<file path="config.mk">
export PLATFORM = sky130hd
export DESIGN_NAME = carry_lookahead_adder_4bit
export DESIGN_NICKNAME = d
export VERILOG_FILES = /design/src/rtl/carry_lookahead_adder_4bit.sv
export SDC_FILE = /design/constraint.sdc
export NUM_CORES = 1
export LEC_CHECK = 0
export BUFFER_PORTS_ARGS = -buffer_cell sky130_fd_sc_hd__buf_4
export CORE_AREA = 3 3 40 42
export CTS_CLUSTER_DIAMETER = 50
export DETAILED_ROUTE_END_ITERATION = 8
export DIE_AREA = 0 0 43 45
export GPL_TIMING_DRIVEN = 1
export SETUP_SLACK_MARGIN = 0.5
export SLEW_MARGIN = 20
export SYNTH_ARGS = -nofsm -noshare
export SYNTH_HDL_FRONTEND = slang
export SYNTH_SLANG_ARGS = --single-unit
export TNS_END_PERCENT = 100
</file>
<file path="constraint.sdc">
create_clock -name clk -period 2.3 [get_ports clk]
set_input_delay 0.115 -clock clk [delete_from_list [all_inputs] [get_ports clk]]
set_output_delay 0.115 -clock clk [all_outputs]
set_load 0.03 [all_outputs]
</file>
<file path="src/rtl/carry_lookahead_adder_4bit.sv">
// 4-bit carry-lookahead adder with registered sum/carry and group P/G outputs.
// Group P/G let an external lookahead unit cascade several of these blocks.
module carry_lookahead_adder_4bit (
    input  logic       clk,
    input  logic       rst_n,
    input  logic       in_valid,
    input  logic [3:0] A,
    input  logic [3:0] B,
    input  logic       cin,
    output logic [3:0] sum,
    output logic       cout,
    output logic       grp_p,
    output logic       grp_g,
    output logic       out_valid
);

    logic [3:0] g;
    logic [3:0] p;
    logic [4:0] c;
    logic [3:0] sum_d;
    logic       grp_p_d;
    logic       grp_g_d;

    logic [3:0] sum_q;
    logic       cout_q;
    logic       grp_p_q;
    logic       grp_g_q;
    logic       valid_q;

    assign g = A & B;
    assign p = A ^ B;

    // Every carry is flattened to sum-of-products over g, p and cin only.
    assign c[0] = cin;
    assign c[1] = g[0]
                | (p[0] & cin);
    assign c[2] = g[1]
                | (p[1] & g[0])
                | (p[1] & p[0] & cin);
    assign c[3] = g[2]
                | (p[2] & g[1])
                | (p[2] & p[1] & g[0])
                | (p[2] & p[1] & p[0] & cin);
    assign c[4] = g[3]
                | (p[3] & g[2])
                | (p[3] & p[2] & g[1])
                | (p[3] & p[2] & p[1] & g[0])
                | (p[3] & p[2] & p[1] & p[0] & cin);

    assign sum_d   = p ^ c[3:0];
    assign grp_p_d = &p;
    assign grp_g_d = g[3]
                   | (p[3] & g[2])
                   | (p[3] & p[2] & g[1])
                   | (p[3] & p[2] & p[1] & g[0]);

    always_ff @(posedge clk) begin
        if (!rst_n) begin
            sum_q   <= 4'd0;
            cout_q  <= 1'b0;
            grp_p_q <= 1'b0;
            grp_g_q <= 1'b0;
            valid_q <= 1'b0;
        end else begin
            valid_q <= in_valid;
            if (in_valid) begin
                sum_q   <= sum_d;
                cout_q  <= c[4];
                grp_p_q <= grp_p_d;
                grp_g_q <= grp_g_d;
            end
        end
    end

    assign sum       = sum_q;
    assign cout      = cout_q;
    assign grp_p     = grp_p_q;
    assign grp_g     = grp_g_q;
    assign out_valid = valid_q;

endmodule

</file>
# Yosys cells after proc, flatten, opt, wreduce, memory -nomap -nowiden
# Index checks and enable logic that the tools add are counted.
[totals]
input_bits = 12
word_cells = 35
reg_bits = 8
output_inout_bits = 8
[classes]
bitwise_logic = 29
n_reduce_logical = 1
[ops]
columns = ["cell", "n"]
rows = [
  ["$and 1x1->1", 16],
  ["$or 1x1->1", 10],
  ["$xor 4x4->4", 2],
  ["$and 4x4->4", 1],
  ["$reduce_and 4->1", 1],
]

# Longest topological paths before layout
# Gate-level depths: netlist (run 1).
[depth]
ltp_word = 6
ltp_mapped = 5

# Least setup slack after synthesis (run 1)
# OpenSTA, ideal clock, no wires.
[synth_path]
kind = "input port to flip-flop"
start = "input port A[1]"
end = "register cout_q (netlist: cout)"
t_arrival_ns = 1.013
slack_ns = 1.194
setup_time_ns = 0.092
t_required_ns = 2.208
cell_stages = 4
path_cell_list = "ha_1 -> a21oi_1 -> o2111a_1 -> o32ai_1"
[synth_via]
elab_chain_len = 5
elab_cells_between_ends = 10
classes_between = "bitwise: 10"
[synth_lines]
columns = ["element", "line", "source"]
rows = [
  ["from (decl)", "7", "input logic [3:0] A,"],
  ["$and 4x4->4 or $xor 4x4->4 (tied branches)", "30, 31", ""],
  ["$and 1x1->1 (on tied branches)", "46, 47, 48", ""],
  ["$or 1x1->1, or another cell as far along", "46", "| (p[3] & p[2] & g[1])"],
  ["$or 1x1->1 or $and 1x1->1 (tied branches)", "47, 48", ""],
  ["$or 1x1->1 (*)", "48", "| (p[3] & p[2] & p[1] & p[0] & cin);"],
  ["to (signal assigned)", "68", "cout_q <= c[4];"],
  ["to (decl)", "25", "logic cout_q;"],
]
# Mark *: on every way between the ends. The rest lies on a longest branch, timed or not.
# A chain may end at the register's enable or synchronous reset.

# Worst setup path after layout (run 1)
[layout_path]
start = "input port A[1]"
end = "register sum_q[3] (netlist: sum[3])"
[layout_via]
elab_chain_len = 6
elab_cells_between_ends = 11
classes_between = "bitwise: 11"
[layout_lines]
columns = ["element", "line", "source"]
rows = [
  ["$and 4x4->4 or $xor 4x4->4 (tied branches)", "30, 31", ""],
  ["$and 1x1->1 (on tied branches)", "41, 42, 43", ""],
  ["$or 1x1->1, or another cell as far along", "41", "| (p[2] & g[1])"],
  ["$or 1x1->1 or $and 1x1->1 (tied branches)", "42, 43", ""],
  ["$or 1x1->1 (*)", "43", "| (p[2] & p[1] & p[0] & cin);"],
  ["$xor 4x4->4 (*)", "50", "assign sum_d = p ^ c[3:0];"],
  ["to (signal assigned)", "67", "sum_q <= sum_d;"],
  ["to (decl)", "24", "logic [3:0] sum_q;"],
]
# Marked as above.

==> results of run 1 <==
==> per-stage QoR <==
step | util, % | cells | total power, mW | hold slack (ns)
global placement | 50.1 | 89 | 0.277 | 0.391
CTS | 51.9 | 92 | 0.385 | 0.129
global route | 51.9 | 92 | 0.407 | 0.129
detailed placement | 50.1 | 89 | 0.277 | 0.390
finish | 51.9 | 92 | 0.381 | 0.129
floorplan | - | 56 | 0.231 | 0.233
==> cells by family after synthesis <==
| logic type | synth area share, % |
|---|---|
| buffers and inverters | 5.64 |
| XOR/XNOR | 1.80 |
| flip-flops | 32.8 |
| AND/OR/NAND/NOR | 24.1 |
| multiplexers | 2.05 |
| adder cells (fa/ha/maj) | 16.9 |
| AO/OA/AOI/OAI | 16.7 |
==> layout make-up <==
type / instances / area, um2
Multi-Input combinational cell: 41 / 300
Timing Repair Buffer: 19 / 143
Fill cell: 129 / 618
Inverter: 6 / 22.5
Tap cell: 15 / 18.8
Sequential cell: 8 / 160
Clock buffer: 3 / 22.5
==> sequential cells by signal (all words and copies together), names as in the netlist <==
signal and count:
grp_g 1, cout 1, sum 4, out_valid 1
grp_p 1
==> worst paths after layout <==
check / startpoint / endpoint / depth (start not counted)
setup reg to reg: sum[3] / sum[3] / 3
hold / removal: cin / cout / 3
setup / recovery: A[1] / sum[3] / 5
hold reg to reg: sum[0] / sum[0] / 2
==> per-layer routing <==
metal | GRT usage, % | wire, um | up-vias
li1 | - | - | 246
met1 | 15.3 | 517 | 213
met2 | 20.4 | 507 | 13
met3 | 2.39 | 85 | 2
met4 | 7.23 | 10 | 0
met5 | 0 | 0 | -
==> cell usage in the layout, fill, tap and decap left out <==
cell type  instances
a2111o_1           1
a2111oi_0          1
a211oi_1           2
a21oi_1            2
a41oi_1            1
and2_1             1
and3_1             2
and3b_1            1
buf_4             19
clkbuf_4           3
dfxtp_1            8
fa_1               1
ha_1               5
inv_1              6
mux2i_1            1
nand2_1            3
nand2b_1           1
nand3_1            5
nand3b_1           1
nand4_1            1
nor2_1             6
nor2b_1            1
nor3_1             1
o2111a_1           1
o21a_1             1
o32ai_1            1
xnor2_1            1
==> cells in the mapped netlist (all sizes together) <==
master	n
nand2b	1
a211oi	2
o2111a	1
xnor2	1
dfxtp	8
o21a	1
nor2b	1
buf	1
o32ai	1
and2	1
a2111oi	1
fa	1
nor2	6
inv	6
nor3	1
a21oi	2
ha	5
and3	2
mux2i	1
nand4	1
a41oi	1
a2111o	1
nand2	3
nand3	5
and3b	1
nand3b	1
==> worst max-delay path: cells and delay by family <==
kind / cells / cell delay (ns)
AOI/OAI and AO/OA: 1 / 0.35
adders and majority gates: 1 / 0.38
buffers and inverters: 1 / 0.11
and+or+nand+nor: 2 / 0.33
==> power breakdown <==
group	internal [mW]	switching, mW	total (mW)	leakage (nW)
clock network	0.0598	0.0480	0.108	0.0138
registers	0.150	0.00538	0.156	0.0661
logic	0.0517	0.0658	0.117	0.249
==> flow_summary_export.csv, run 1 <==
group,metric,value,unit
status,status,"finished clean",
critical_path,worstPathArrival,1.28,ns
logic_synthesis,yosysSeqAreaShare,32.8,%
cts,clk_pin_slew,0.06,ns
timing,slew_headroom,80.1,%
final_layout,drive_above_1_share,28.6,%
logic_synthesis,netlist_instances,56,
critical_path,reg2reg_slack,1.49,ns
detailed_routing,remaining_drc_errors,0,
logic_synthesis,synth_seq_cells,8,
global_route,grt_pass1_vias,469,
place,placed_cell_area,644,um2
detailed_routing,wl_per_cell,12.2,um
flow_run,cap_violations,0,
cts,post_cts.repair.setup_buffers,0,
logic_synthesis,synth.avg_cell_area,8.71,um2
global_route,antenna_found_initial,0,
timing,worst_slack,1.21,ns
timing,worstMarginPinSlew,0.292,ns
final_layout,syn_to_final_growth,36.7,%
timing,min_period_over_period,47.6,%
cts,clockBufferDepth,2,
timing,finalHoldViolCount,0,
logic_synthesis,yosys.area.top_type,"dfxtp_1",
timing,max_freq,914,MHz
cts,cts_made_buffers,3,
detailed_routing,drtAntennaViolNets,0,
critical_path,crit_path_end_kind,"register",
die,io_pins,20,
place,hpwl,876,um
critical_path,cp.required,2.49,ns
place,place_congestion,0.684,
die,dieHeight,45,um
final_layout,final_area,667,um2
die,core_area,0.00128,mm2
detailed_routing,drt-vias-per-instance,5.15,
global_route,grt.total_usage,12.4,%
critical_path,max_stage_delay,0.38,ns
cts,h-tree-depth,1,
global_route,grt_pass1_wl,1820,um
global_route,grt_max_degree,15,
worst_hold_path,hold_class,"in2reg",
cts,cts.repair.resized,0,
critical_path,worstPathMaxFanout,6,
logic_synthesis,ys_types,26,
die,start_util,38.0,%
detailed_routing,dr_total_vias,474,
die,die_w,43,um
logic_synthesis,yosysTopAreaCellShare,32.8,%
logic_synthesis,yosysWarnings,0,
timing,fin_tns_setup,0,ns
timing,period_needed,1.09,ns
timing,skew,0,ns
place,preCtsSetupSlack,0.950,ns
cts,cts_tree,"done",
detailed_routing,first_pass_iters,2,
critical_path,worstSetupStartpointType,"input pin",
detailed_routing,wl,1120,um
die,rows,13,
critical_path,worstPathCellList,"buf_4 > ha_1 > nand3_1 > a2111oi_0 > nand3b_1",
final_layout,diodes,0,
power,p_leak,0.329,nW
final_layout,nNetsFinal,97,
critical_path,critPathKind,"in2reg",
die,dieArea,0.00194,mm2
timing,setup_viol,0,
detailed_routing,drtIter0Drc,1,
cts,clock_latency,0.25,ns
timing,maxSlewViolCount,0,
timing,rsz0062_at_grt,"false",
power,vdd_drop_max,0.000285,V
cts,clock-sinks,8,
logic_synthesis,yosys-top-cells-area,"dfxtp_1 33%, ha_1 13%, nand3_1 5.1%",
cts,cts-root-buf,"clkbuf_4",
power,power_density,571,mW/mm2
logic_synthesis,mappedNetlistArea,488,um2
place,portBuffers,19,
global_route,grt.overflow.total,0,
critical_path,crit_slowest_cell,"ha_1",
cts,ctsHoldBuffers,0,
logic_synthesis,synth_nets,74,
Power figures use the tool's default switching activity.
==> inputs of run 2 (changes only) <==
--- a/config.mk
+++ b/config.mk
@@ -11,6 +11,7 @@
 export DETAILED_ROUTE_END_ITERATION = 8
 export DIE_AREA = 0 0 43 45
 export GPL_TIMING_DRIVEN = 1
+export PLACE_DENSITY = 0.66
 export SETUP_SLACK_MARGIN = 0.5
 export SLEW_MARGIN = 20
 export SYNTH_ARGS = -nofsm -noshare
==> constraint.sdc (replaced) <==
create_clock -name clk -period 0.9 [get_ports clk]
set_input_delay 0.045 -clock clk [delete_from_list [all_inputs] [get_ports clk]]
set_output_delay 0.045 -clock clk [all_outputs]
set_load 0.03 [all_outputs]
==> run 2 against run 1 <==
  * Critical path depth is 2 lower
  * Sequential cell count unchanged
  * Clock-buffer cell count rose by 1
  * Register-to-register slack lost 1.5 ns
  * Largest power group is now combinational cells
==> flow_summary_export.csv, run 2 (synthesis results as in run 1) <==
group,metric,value,unit
status,status,"finished clean",
detailed_routing,first_pass_iters,2,
detailed_routing,drt-vias-per-instance,5.05,
critical_path,worstPathMaxFanout,2,
global_route,grt_pass1_vias,539,
final_layout,final_util,76.1,%
final_layout,mostFrequentLayoutCell,"buf_4",
timing,min_period_over_period,98.0,%
critical_path,crit_path_end_kind,"register",
timing,max_freq,1130,MHz
final_layout,fillerInstances,94,
cts,clock_latency,0.25,ns
die,rows,13,
final_layout,largest_reg_flops,4,
power,p_leak,0.420,nW
detailed_routing,dr_total_vias,525,
timing,maxSlewViolCount,0,
timing,setup_viol,0,
detailed_routing,wl_per_cell,12.5,um
flow_run,cap_violations,0,
critical_path,crit_slowest_cell,"dfxtp_2",
die,io_pins,20,
global_route,grt.total_usage,15.6,%
cts,cts_tree,"done",
power,power_density,1220,mW/mm2
critical_path,critPathKind,"reg2reg",
timing,finalHoldViolCount,0,
cts,h-tree-depth,1,
die,dieArea,0.00194,mm2
cts,clk_pin_slew,0.06,ns
timing,skew,0,ns
die,core_area,0.00128,mm2
cts,clock-sinks,8,
critical_path,worstSetupStartpointType,"register",
timing,slew_headroom,84.2,%
die,die_w,43,um
cts,clockBufferDepth,2,
cts,ctsHoldBuffers,0,
final_layout,diodes,0,
detailed_routing,wl,1300,um
final_layout,multiInputGateArea,424,um2
detailed_routing,drtIter0Drc,1,
final_layout,syn_to_final_growth,101,%
place,portBuffers,19,
timing,worstMarginPinSlew,0.237,ns
timing,period_needed,0.882,ns
critical_path,max_stage_delay,0.32,ns
critical_path,worstPathCellList,"and3b_1 > a41oi_2 > nand3b_1",
final_layout,drive_above_1_share,67.4,%
timing,rsz0062_at_grt,"true",
global_route,grt_max_degree,9,
cts,cts_made_buffers,3,
global_route,antenna_found_initial,0,
timing,timing.hold.ws,0.0649,ns
detailed_routing,remaining_drc_errors,0,
critical_path,cp.required,1.03,ns
cts,cts-root-buf,"clkbuf_4",
critical_path,worstPathArrival,1.01,ns
global_route,grt_pass1_wl,2260,um
place,place_congestion,0.882,
power,vdd_drop_max,0.000934,V
place,hpwl,1000,um
final_layout,layout_common_cells,"15 x buf_4, 13 x buf_6, 7 x dfxtp_4, 6 x nor2_1",
die,dieHeight,45,um
final_layout,regArea,188,um2
worst_hold_path,hold_class,"in2reg",
global_route,grt.overflow.total,0,
die,start_util,38.0,%
final_layout,nNetsFinal,108,
critical_path,cp_top_family,"flip-flops",
critical_path,critPathBufInv,0,
detailed_routing,drtAntennaViolNets,0,
==> run 2: area by class of cell <==
type                            count  share of cell area [%]
Sequential cell                     8                    19.2
Timing Repair Buffer               30                    29.5
Inverter                            6                    3.32
Clock buffer                        4                    2.69
Multi-Input combinational cell     41                    43.4
Tap cell                           15                    1.92
==> run 2: timing repair <==
item,CTS,global route
setup endpoints to repair,15,15
setup buffers,0,2
gates resized for setup,22,9
pin swaps,5,5
endpoints found under the hold margin,0,0
==> run 2: path summary, 6_finish.rpt <==
kind | start | endpoint | slack (ns) | cells past startpoint
max reg2reg | sum[3] | sum[3] | 0.02 | 3
min reg2reg | sum[1] | sum[1] | 0.51 | 2
max | sum[3] | sum[3] | 0.02 | 3
min | rst_n | grp_p | 0.06 | 2
==> run 2: routing by layer <==
layer / vias up / wire length [um] / track usage (%)
met4: 0 / 42 / 7.23
met1: 233 / 537 / 17.6
met5: - / 0 / 0
li1: 271 / - / -
met2: 15 / 642 / 26.3
met3: 6 / 75 / 5.58
==> run 2: metrics by stage <==
stage	power (mW)	setup TNS, ns	setup slack [ns]	std cells	area, um2
after floorplan	0.623	-0.0380	-0.0288	56	593
after global placement	0.790	-1.02	-0.202	98	811
after detailed placement	0.793	-1.14	-0.246	98	811
after CTS	1.16	0	0.0632	102	930
after global routing	1.28	-0.0720	-0.0672	104	978
final	1.19	0	0.0180	104	978
==> run 2: worst register-to-register path: cells and delay by family, from the launching register on <==
| kind | cells | cell delay, ns |
|---|---|---|
| simple gates | 2 | 0.27 |
| compound gates | 1 | 0.17 |
| flops | 1 | 0.32 |
==> run 2: power breakdown <==
group	total, mW	internal (mW)	switching [mW]
registers	0.402	0.382	0.0198
logic	0.496	0.266	0.230
clock network	0.293	0.170	0.123
==> inputs of run 3 (changes only) <==
--- a/config.mk
+++ b/config.mk
@@ -10,8 +10,8 @@
 export CTS_CLUSTER_DIAMETER = 50
 export DETAILED_ROUTE_END_ITERATION = 8
 export DIE_AREA = 0 0 43 45
-export GPL_TIMING_DRIVEN = 1
-export PLACE_DENSITY = 0.66
+export GPL_TIMING_DRIVEN = 0
+export PLACE_DENSITY_LB_ADDON = 0.25
 export SETUP_SLACK_MARGIN = 0.5
 export SLEW_MARGIN = 20
 export SYNTH_ARGS = -nofsm -noshare
==> constraint.sdc (replaced) <==
create_clock -name clk -period 0.8 [get_ports clk]
set_input_delay 0.04 -clock clk [delete_from_list [all_inputs] [get_ports clk]]
set_output_delay 0.04 -clock clk [all_outputs]
set_load 0.03 [all_outputs]
==> run 3 against run 2 <==
  * The flow now finishes with violations (setup timing)
  * Critical endpoint unchanged
  * Clock power increased by 16%
  * Clock skew unchanged
  * Fmax is 5.7% higher
  * First-iteration DRC count grew to 9.0 times the previous value
==> flow_summary_export.csv, run 3 (synthesis results as in run 1) <==
group,metric,value,unit
timing,worstMarginPinSlew,0.293,ns
timing,min_period_over_period,104,%
die,die_w,43,um
timing,maxSlewViolCount,0,
power,p_leak,0.393,nW
cts,clock-sinks,8,
final_layout,syn_to_final_growth,97.7,%
detailed_routing,wl_met2,767,um
detailed_routing,wl_per_cell,14.4,um
timing,period_needed,0.834,ns
detailed_routing,remaining_drc_errors,0,
timing,skew,0,ns
status,violations,"setup timing",
flow_run,cap_violations,0,
timing,finalHoldViolCount,0,
final_layout,mostFrequentLayoutCell,"buf_6",
global_route,grt_pass1_vias,545,
global_route,grt_max_degree,11,
critical_path,worstPathMaxFanout,2,
timing,fin_tns_setup,-0.0547,ns
critical_path,timing.rr.start,"sum[3]",
die,start_util,38.0,%
cts,h-tree-depth,1,
global_route,antenna_found_initial,0,
place,portBuffers,19,
final_layout,diodes,0,
worst_hold_path,hold_class,"in2reg",
critical_path,worstPathArrival,0.98,ns
cts,cts_made_buffers,3,
critical_path,crit_slowest_cell,"dfxtp_2",
die,dieHeight,45,um
critical_path,max_stage_delay,0.31,ns
timing,rsz0062_at_grt,"true",
critical_path,critPathKind,"reg2reg",
detailed_routing,dr_wl_met3,72,um
detailed_routing,first_pass_iters,4,
detailed_routing,drtIter0Drc,9,
cts,clockBufferDepth,2,
final_layout,drive_above_1_share,63.9,%
worst_hold_path,hp-start,"rst_n",
global_route,grt.overflow.total,0,
critical_path,crit_end,"sum[3]",
die,rows,13,
final_layout,fillerInstances,88,
timing,slew_headroom,80.4,%
cts,clock_latency,0.26,ns
critical_path,critPathBufInv,0,
critical_path,worstPathCellList,"and3b_1 > a41oi_2 > nand3b_1",
critical_path,worst-path-stages,3,
timing,max_freq,1200,MHz
die,io_pins,20,
detailed_routing,drtAntennaViolNets,0,
die,core_area,0.00128,mm2
detailed_routing,met1Wirelength,535,um
die,dieArea,0.00194,mm2
timing,worst_slack,-0.0341,ns
cts,cts_tree,"done",
place,place_congestion,0.765,
critical_path,startpoint,"sum[3]",
detailed_routing,dr_total_vias,518,
power,power_density,1380,mW/mm2
status,status,"complete, but fails checks",
place,placed_cell_area,754,um2
final_layout,largest_reg_flops,4,
critical_path,crit_path_end_kind,"register",
cts,clk_pin_slew,0.05,ns
critical_path,worstSetupStartpointType,"register",
final_layout,nNetsFinal,102,
critical_path,cp.required,0.94,ns
timing,setup_viol,4,
detailed_routing,drt-vias-per-instance,5.29,
place,hpwl,1040,um
critical_path,reg2reg_slack,-0.03,ns
timing,timing.hold.ws,0.0550,ns
cts,cts-root-buf,"clkbuf_4",
critical_path,r2r-end,"sum[3]",
critical_path,cp_top_family,"flip-flops",
power,vdd_drop_max,0.000724,V
final_layout,layout_common_cells,"12 x buf_6, 8 x buf_4, 7 x dfxtp_4, 6 x nor2_1",
detailed_routing,top_layer_used,"met4",
global_route,grt_pass1_wl,2570,um
critical_path,rr_worst_depth,3,
detailed_routing,wl,1420,um
final_layout,final_area,965,um2
global_route,grt.total_usage,18.6,%
final_layout,final_util,75.1,%
[run 3: cell count changes in the layout (fill, tap and decap cells not counted), sizes merged]
cell	previous run	this run
buf	30	24
inv	6	5
clkinv	0	1
[run 3: how the worst min path moves through the flow]
stage	endpoint	slack, ns	cells past startpoint
after floorplan	grp_p	0.16	1
after global placement	grp_p	0.31	2
after detailed placement	grp_p	0.32	2
after CTS	cout	0.04	3
after global routing	grp_p	0.07	2
final	grp_p	0.05	2
[run 3: final cells by class]
| cell class | instances | area [um2] | area share, % |
|---|---|---|---|
| Inverter | 6 | 37.5 | 3.89 |
| Multi-Input combinational cell | 41 | 434 | 45.0 |
| Buffer | 1 | 15.0 | 1.56 |
| Timing Repair Buffer | 23 | 245 | 25.4 |
| Clock buffer | 4 | 26.3 | 2.72 |
| Sequential cell | 8 | 188 | 19.5 |
| Tap cell | 15 | 18.8 | 1.95 |
[run 3: layer usage]
metal  GRT usage (%)  vias up
li1                -      256
met1            19.1      243
met2            33.8       15
met3            5.18        4
met4            10.8        0
met5               0        -
[run 3: worst register-to-register path, cell delays in order, from the launching register on]
cell	delay, ns
dfxtp_2	0.31
and3b_1	0.16
a41oi_2	0.15
nand3b_1	0.09
[run 3: per-stage QoR]
step           cells  setup slack, ns  total power, mW
6_report          98          -0.0341             1.34
3_5_place_dp      90           -0.355            0.864
4_1_cts           96          -0.0276             1.30
3_3_place_gp      90           -0.330            0.848
2_1_floorplan     56           -0.128            0.698
5_1_grt           98          -0.0788             1.41
[run 3: repair_timing]
item / 4_1_cts / 5_1_grt
hold buffers: 0 / 0
setup buffers: 2 / 2
pin swaps: 8 / 5
endpoints found under the setup margin: 15 / 16
resized for setup: 27 / 7
[run 3: power breakdown]
group | total (mW) | leakage (nW) | internal [mW] | switching, mW
Sequential | 0.450 | 0.0710 | 0.430 | 0.0197
Clock | 0.339 | 0.0150 | 0.191 | 0.148
Combinational | 0.546 | 0.307 | 0.282 | 0.264
